<file path="src/rtl/atm_pager_pkg.sv">
// Shared constants, state type and readback format for the ATM quad pager.
package atm_pager_pkg;

  // Width of the page bits addressed by a plain xxF7 write
  localparam int unsigned BASE_W = 8;
  localparam int unsigned CNT_W  = 4;

  // Reset page numbers (low 8 bits); ROM maps keep their upper bits at ones
  localparam logic [7:0] PG_BAS128 = 8'hFE;
  localparam logic [7:0] PG_BAS48  = 8'hFC;
  localparam logic [7:0] PG_RAM5   = 8'h05;
  localparam logic [7:0] PG_RAM2   = 8'h02;
  localparam logic [7:0] PG_RAM0   = 8'h00;

  // za[13:8] of the TR-DOS entry region in ROM window 0
  localparam logic [5:0] DOS_HI_DEF = 6'h3D;

  typedef enum logic {
    ST_IDLE  = 1'b0,
    ST_STALL = 1'b1
  } stall_state_e;

  // xxF7 readback byte: {dos7ffd, ramnrom, ~page[5:0]}
  typedef struct packed {
    logic       dos7ffd;
    logic       ramnrom;
    logic [5:0] pg_n;
  } rd_fmt_t;

endpackage

</file>
<file path="src/rtl/atm_stall_fsm.sv">
// Z80 clock-stall sequencer: holds zclk_stall for STALL_LEN fclk cycles after
// each trigger; a trigger during a stall restarts the count.
// Ports: fclk, arst_n (async, active low), trig (1-fclk strobe), zclk_stall.
module atm_stall_fsm
  import atm_pager_pkg::*;
#(
  parameter int unsigned STALL_LEN = 4
) (
  input  logic fclk,
  input  logic arst_n,
  input  logic trig,
  output logic zclk_stall
);

  localparam logic [CNT_W-1:0] RELOAD = CNT_W'(STALL_LEN - 1);

  stall_state_e     state_q, state_d;
  logic [CNT_W-1:0] cnt_q, cnt_d;

  // State, counter and registered stall output
  always_ff @(posedge fclk or negedge arst_n) begin
    if (!arst_n) begin
      state_q    <= ST_IDLE;
      cnt_q      <= '0;
      zclk_stall <= 1'b0;
    end else begin
      state_q    <= state_d;
      cnt_q      <= cnt_d;
      zclk_stall <= (state_d == ST_STALL);
    end
  end

  // Next-state and counter logic
  always_comb begin
    state_d = state_q;
    cnt_d   = cnt_q;
    case (state_q)
      ST_IDLE: begin
        if (trig) begin
          state_d = ST_STALL;
          cnt_d   = RELOAD;
        end
      end
      ST_STALL: begin
        if (trig) begin
          cnt_d = RELOAD;
        end else if (cnt_q == '0) begin
          state_d = ST_IDLE;
        end else begin
          cnt_d = cnt_q - CNT_W'(1);
        end
      end
      default: state_d = ST_IDLE;
    endcase
  end

endmodule

</file>
<file path="src/rtl/atm_pager_quad.sv">
// Four-window ATM pager: per-window/per-map page registers written via xxF7,
// registered page/ROM lookup for za[15:14], DOS entry/exit strobes from M1
// fetches, clock stall on DOS entry, and xxF7 readback.
// Ports: fclk/arst_n; zpos/zneg/za/zd/mreq_n/m1_n from the Z80 side;
// pager_off/map_sel/p7_page/ram0_0/p1m_on/dos from the port decoder;
// f7_wr/hi_wr write strobes; rd_win/rd_data readback; page/romnram to the
// arbiter; dos_turn_on/dos_turn_off strobes; zclk_stall clock hold.
module atm_pager_quad
  import atm_pager_pkg::*;
#(
  parameter int unsigned PAGE_W    = 8,
  parameter int unsigned STALL_LEN = 4,
  parameter logic [5:0]  DOS_HI    = DOS_HI_DEF
) (
  input  logic              fclk,
  input  logic              arst_n,
  input  logic              zpos,
  input  logic              zneg,
  input  logic [15:0]       za,
  input  logic [7:0]        zd,
  input  logic              mreq_n,
  input  logic              m1_n,
  input  logic              pager_off,
  input  logic              map_sel,
  input  logic [5:0]        p7_page,
  input  logic              ram0_0,
  input  logic              p1m_on,
  input  logic              f7_wr,
  input  logic              hi_wr,
  input  logic              dos,
  input  logic [1:0]        rd_win,
  output logic [7:0]        rd_data,
  output logic [PAGE_W-1:0] page,
  output logic              romnram,
  output logic              dos_turn_on,
  output logic              dos_turn_off,
  output logic              zclk_stall
);

  localparam logic [PAGE_W-1:0] LO_MASK = PAGE_W'(8'hFF);
  localparam logic [PAGE_W-1:0] HI_MASK = ~LO_MASK;
  localparam logic [PAGE_W-1:0] KEEP6   = ~PAGE_W'(6'h3F);
  localparam logic [PAGE_W-1:0] KEEP3   = ~PAGE_W'(3'h7);
  localparam logic [PAGE_W-1:0] KEEP1   = ~PAGE_W'(1'b1);
  localparam bit                HI_EN   = (PAGE_W > BASE_W);

  logic [PAGE_W-1:0] pg_q  [4][2];
  logic              ram_q [4][2];
  logic              dos_q [4][2];

  logic [1:0]        wsel;
  logic [PAGE_W-1:0] cur_pg;
  logic              cur_ram, cur_dos;
  logic [7:0]        zd_n;
  logic [PAGE_W-1:0] page_c;
  logic              romnram_c;
  logic              fetch_c;
  rd_fmt_t           rd_c;
  logic              m1_n_q, mreq_n_d;

  wire unused_za = &{1'b0, za[10:0]};

  assign wsel    = za[15:14];
  assign cur_pg  = pg_q[wsel][map_sel];
  assign cur_ram = ram_q[wsel][map_sel];
  assign cur_dos = dos_q[wsel][map_sel];
  assign zd_n    = ~zd;

  // Reset page per window/map: W0 ROM maps, W1..W3 RAM 5/2/0
  function automatic logic [PAGE_W-1:0] rst_pg(input logic [1:0] w, input logic m);
    case (w)
      2'd0:    rst_pg = m ? (HI_MASK | PAGE_W'(PG_BAS48)) : (HI_MASK | PAGE_W'(PG_BAS128));
      2'd1:    rst_pg = PAGE_W'(PG_RAM5);
      2'd2:    rst_pg = PAGE_W'(PG_RAM2);
      default: rst_pg = PAGE_W'(PG_RAM0);
    endcase
  endfunction

  // Page register file: xxF7 (za[11]=1) / x7F7 (za[11]=0) and high-bit writes
  always_ff @(posedge fclk or negedge arst_n) begin
    if (!arst_n) begin
      for (int w = 0; w < 4; w++) begin
        for (int m = 0; m < 2; m++) begin
          pg_q[w][m]  <= rst_pg(2'(w), 1'(m));
          ram_q[w][m] <= (w != 0);
          dos_q[w][m] <= (w == 0) || (w == 3);
        end
      end
    end else if (f7_wr) begin
      if (za[11]) begin
        pg_q[wsel][map_sel]  <= ~PAGE_W'(zd[5:0]);
        ram_q[wsel][map_sel] <= zd[6];
        dos_q[wsel][map_sel] <= zd[7];
      end else begin
        pg_q[wsel][map_sel]  <= (cur_pg & HI_MASK) | PAGE_W'(zd_n);
        ram_q[wsel][map_sel] <= 1'b1;
      end
    end else if (hi_wr && HI_EN) begin
      pg_q[wsel][map_sel] <= (cur_pg & LO_MASK) | (PAGE_W'(zd_n) << BASE_W);
    end
  end

  // Lookup priority: service ROM, forced RAM0, then 7FFD-merged pages
  always_comb begin
    page_c    = cur_pg;
    romnram_c = ~cur_ram;
    if (pager_off) begin
      page_c    = '1;
      romnram_c = 1'b1;
    end else if (ram0_0 && (wsel == 2'd0)) begin
      page_c    = '0;
      romnram_c = 1'b0;
    end else if (cur_dos && cur_ram && p1m_on) begin
      page_c = (cur_pg & KEEP6) | PAGE_W'(p7_page);
    end else if (cur_dos && cur_ram) begin
      page_c = (cur_pg & KEEP3) | PAGE_W'(p7_page[2:0]);
    end else if (cur_dos) begin
      page_c = (cur_pg & KEEP1) | PAGE_W'(dos);
    end
  end

  assign rd_c = '{dos7ffd: dos_q[rd_win][map_sel],
                  ramnrom: ram_q[rd_win][map_sel],
                  pg_n:    ~pg_q[rd_win][map_sel][5:0]};

  // First cycle of an opcode fetch: mreq_n just fell while M1 is low
  assign fetch_c = zneg && !m1_n_q && !mreq_n && mreq_n_d;

  // Registered outputs and Z80 strobe sampling
  always_ff @(posedge fclk or negedge arst_n) begin
    if (!arst_n) begin
      page         <= '0;
      romnram      <= 1'b1;
      rd_data      <= '0;
      dos_turn_on  <= 1'b0;
      dos_turn_off <= 1'b0;
      m1_n_q       <= 1'b1;
      mreq_n_d     <= 1'b1;
    end else begin
      page         <= page_c;
      romnram      <= romnram_c;
      rd_data      <= rd_c;
      dos_turn_on  <= fetch_c && (wsel == 2'd0) && (za[13:8] == DOS_HI) && map_sel
                      && dos_q[0][1] && !ram_q[0][1];
      dos_turn_off <= fetch_c && cur_ram;
      if (zpos) m1_n_q <= m1_n;
      if (zneg) mreq_n_d <= mreq_n;
    end
  end

  atm_stall_fsm #(.STALL_LEN(STALL_LEN)) u_stall (
    .fclk       (fclk),
    .arst_n     (arst_n),
    .trig       (dos_turn_on),
    .zclk_stall (zclk_stall)
  );

endmodule
</file>
<file path="config.mk">
export PLATFORM = sky130hd
export DESIGN_NAME = atm_pager_quad
export DESIGN_NICKNAME = d
export VERILOG_FILES = /design/src/rtl/atm_pager_pkg.sv /design/src/rtl/atm_stall_fsm.sv /design/src/rtl/atm_pager_quad.sv
export SDC_FILE = /design/constraint.sdc
export NUM_CORES = 1
export LEC_CHECK = 0
export BUFFER_PORTS_ARGS = -buffer_cell sky130_fd_sc_hd__buf_4
export CAP_MARGIN = 20
export CORE_MARGIN = 2
export CORE_UTILIZATION = 40
export CTS_CLUSTER_DIAMETER = 60
export DETAILED_ROUTE_END_ITERATION = 16
export PLACE_DENSITY_LB_ADDON = 0.25
export SLEW_MARGIN = 20
export SYNTH_ARGS = -nofsm -noshare
export SYNTH_HDL_FRONTEND = slang
export SYNTH_SLANG_ARGS = --single-unit
</file>
<file path="constraint.sdc">
create_clock -name fclk -period 2.45 [get_ports fclk]
set_input_delay 0.3675 -clock fclk [delete_from_list [all_inputs] [get_ports fclk]]
set_output_delay 0.3675 -clock fclk [all_outputs]
set_load 0.005 [all_outputs]
</file>
==> impl_results.md <==
- Core area: 0.0125 mm2
- FF-to-FF Start: ram_q[0]
- Final Cycle Share: 74.9%
- Antenna-violating nets left: 0
- Max_slew headroom: 49.1%
- HP Class: input port to register
- Sw frac: 26.1%
- Post-CTS setup buffer count: 0
- #FFs+latches synth: 106
- Leading area contributor after synthesis: dfrtp_1
- Tmin final: 1.84 ns
- Die Ht: 117 um
- Ports: 65
- Diode count: 0
- Fin. max-slew vios: 0
- Mean Syn Cell Area: 11.7 um2
- Post-Synth Simple-Gate Area: 11.3%
- H-Tree Depth: 3
- Die width: 117 um
- Reg clk slew, reported paths: 0.07 ns
- Critical Path End: page[1]
- Post-synthesis cell area: 0.00508 mm2
- Setup Total Neg Slack: 0 ns
- Via/cell ratio: 5.22
- Inserted Clock Buffers: 9
- Root Driver: clkbuf_16
- Outcome: finished clean
- Initial antenna violation count: 0
- R2r setup slk: 0.61 ns
- CTS tree: yes
- Total chip power: 0.00473 W
- Cts repair resizes: 0
- Synth area leaders: dfrtp_1 (36%), dfstp_2 (17%), mux4_2 (12%), o21ai_0 (7.5%), nand2_1 (6.1%)
- First-pass GRT wire length: 18500 um
- Post-DP HPWL: 7610 um
- Overflow after GRT: 0
- Peak supply drop: 0.324 mV
- Worst-margin pin slew: 0.757 ns
- CP endpoint kind: register
- Reg2reg end: page[1]
- Setup violators final: 0
- R2R depth: 5
- DR iter-0 viols: 237
- Initial Util: 40.6%
- Post-synth EDFFs: 0
- Crit path launch: ram_q[0]
- P_leak: 2.62 nW
- Crit path launch type: register
- Syn Inst Count: 434
- Area Growth Syn to Fin: 17.7%
- Largest net degree at the start of global routing: 73
- CTS Sinks: 106
- Routed WL: 11300 um
- Flop pwr share: 49.6%
- Max-cap violations: 0
- Most used flip-flop cell after synthesis: dfrtp_1
- Synth Area in Adders: 0.246%
- Layout Skew: 0.00884 ns
- Multiplexer area fraction after synthesis: 20.8%
- Synth Warn #: 0
- # DRC: 0
- Final Hold Viols: 0
- Max Clock Freq: 0.545 GHz
- Net Sw Power: 0.00123 W
- Max FO, Critical Path: 7
- Int Pwr: 0.00350 W
- Skew-Pair Late Insertion Delay: 0.35 ns
- All-Layer GR Usage: 18.1%
- Compound-Gate Fraction of Synth Area: 10.7%
- Share of layout cells above drive strength 1: 32.4%
- Routed vias: 3461
- Post-synth ARST share: 100%
- RSZ-0062 raised after global routing: false
- Critical Path AT: 2.06 ns
- Synth top area share: 36.4%
- Rows: 41
- XOR/XNOR share of the synthesized area: 0.517%
- Seq/Total Area, Yosys: 53.0%
- Logic pwr share: 19.2%
- Final Net Count: 532
- DR WL/cell: 17.1 um
- Final Wtd Congestion: 0.766
- Netlist cell types: 46
- Syn_nets: 480
- CP required: 2.68 ns
- Clk pwr share: 31.2%
- DRT Pass-1 Iters: 4
- WS Path Type: register to register
- CTS Buffer Depth: 2
- Pwr dens: 791 mW/mm2
- Number of global-route vias before repair: 3518
- Main combinational cell family by area after synthesis: multiplexers
- Die ar.: 0.0136 mm2
- IO buf count: 55
-- worst max-delay path, stage by stage (launching register included) --
cell and delay, ns:
dfstp_2 0.55, mux2i_1 0.08, a31oi_2 0.24, o211ai_2 0.20, or2_1 0.32, a311o_1 0.33
-- repair_timing --
item	4_1_cts	5_1_grt
endpoints found under the hold margin	24	0
hold buffers	1	0
setup endpoints to repair	0	0
-- logic make-up after synthesis --
logic type	count (synthesis)
buf+inv	33
xor+xnor	3
compound gates	94
simple gates	133
fa+ha+maj	1
mux	64
flops	106
-- cell type report --
type | instances | area [um2]
Inverter | 6 | 22.5
Multi-Input combinational cell | 295 | 2220
Clock buffer | 12 | 256
Tap cell | 172 | 215
Clock inverter | 4 | 50.0
Fill cell | 1174 | 6540
Timing Repair Buffer | 68 | 526
Sequential cell | 106 | 2690
-- power groups by stage --
stage	registers, W	clock network [W]	logic (W)
5_1_grt	0.00239	0.00157	0.00103
3_5_place_dp	0.00238	0	0.000919
3_3_place_gp	0.00236	0	0.000900
2_1_floorplan	0.00232	0	0.000611
6_report	0.00235	0.00147	0.000908
4_1_cts	0.00235	0.00152	0.000923
-- cell usage after synthesis (all sizes together) (3+ instances only) --
master / n
nor2b: 4
nor2: 18
xnor2: 3
dfstp: 32
o221ai: 3
o21ai: 76
nor3: 5
nand2: 83
mux4: 30
nand2b: 3
buf: 13
nand3: 9
mux2i: 20
dfrtp: 74
clkbuf: 14
inv: 5
mux2: 14
-- metal layers --
metal  global-route usage (%)  up-vias  routed length (um)
met3                     1.97       12                 488
met4                     7.06        0                 142
met5                        0        -                   0
met2                     29.3       71                5450
met1                     25.2     1708                5240
li1                         -     1670                   -
-- how the worst min path moves through the flow --
stage,startpoint,end,depth (start not counted)
after floorplan,arst_n,asynchronous set/reset pin,0
after global placement,arst_n,asynchronous set/reset pin,1
after detailed placement,arst_n,asynchronous set/reset pin,1
after CTS,zd[5],register,2
after global routing,pager_off,page[0],2
final,zd[4],register,2
-- per-stage QoR --
stage               utilization [%]  std cells  setup WS, ns  area (um2)  hold slack (ns)
floorplan                         -        434         0.641        5080           0.0719
global placement               45.2        646         0.340        5660            0.341
detailed placement             45.2        646         0.311        5660            0.357
CTS                            47.8        663         0.616        5980            0.222
global route                   47.8        663         0.411        5980            0.247
finish                         47.8        663         0.615        5980            0.229
-- layout by cell type, fill, tap and decap left out, drive strengths merged, types with 3 or more instances in the layout --
cell	synthesis	layout
dfrtp	74	74
clkbuf	14	12
nor2b	4	4
dfstp	32	32
inv	5	5
xnor2	3	3
nand3	9	9
buf	13	67
nor3	5	5
mux2i	20	20
mux2	14	14
o21ai	76	76
mux4	30	30
nor2	18	18
nand2	83	83
nand2b	3	3
o221ai	3	3
Note: power is estimated with default switching activity, not from simulation.
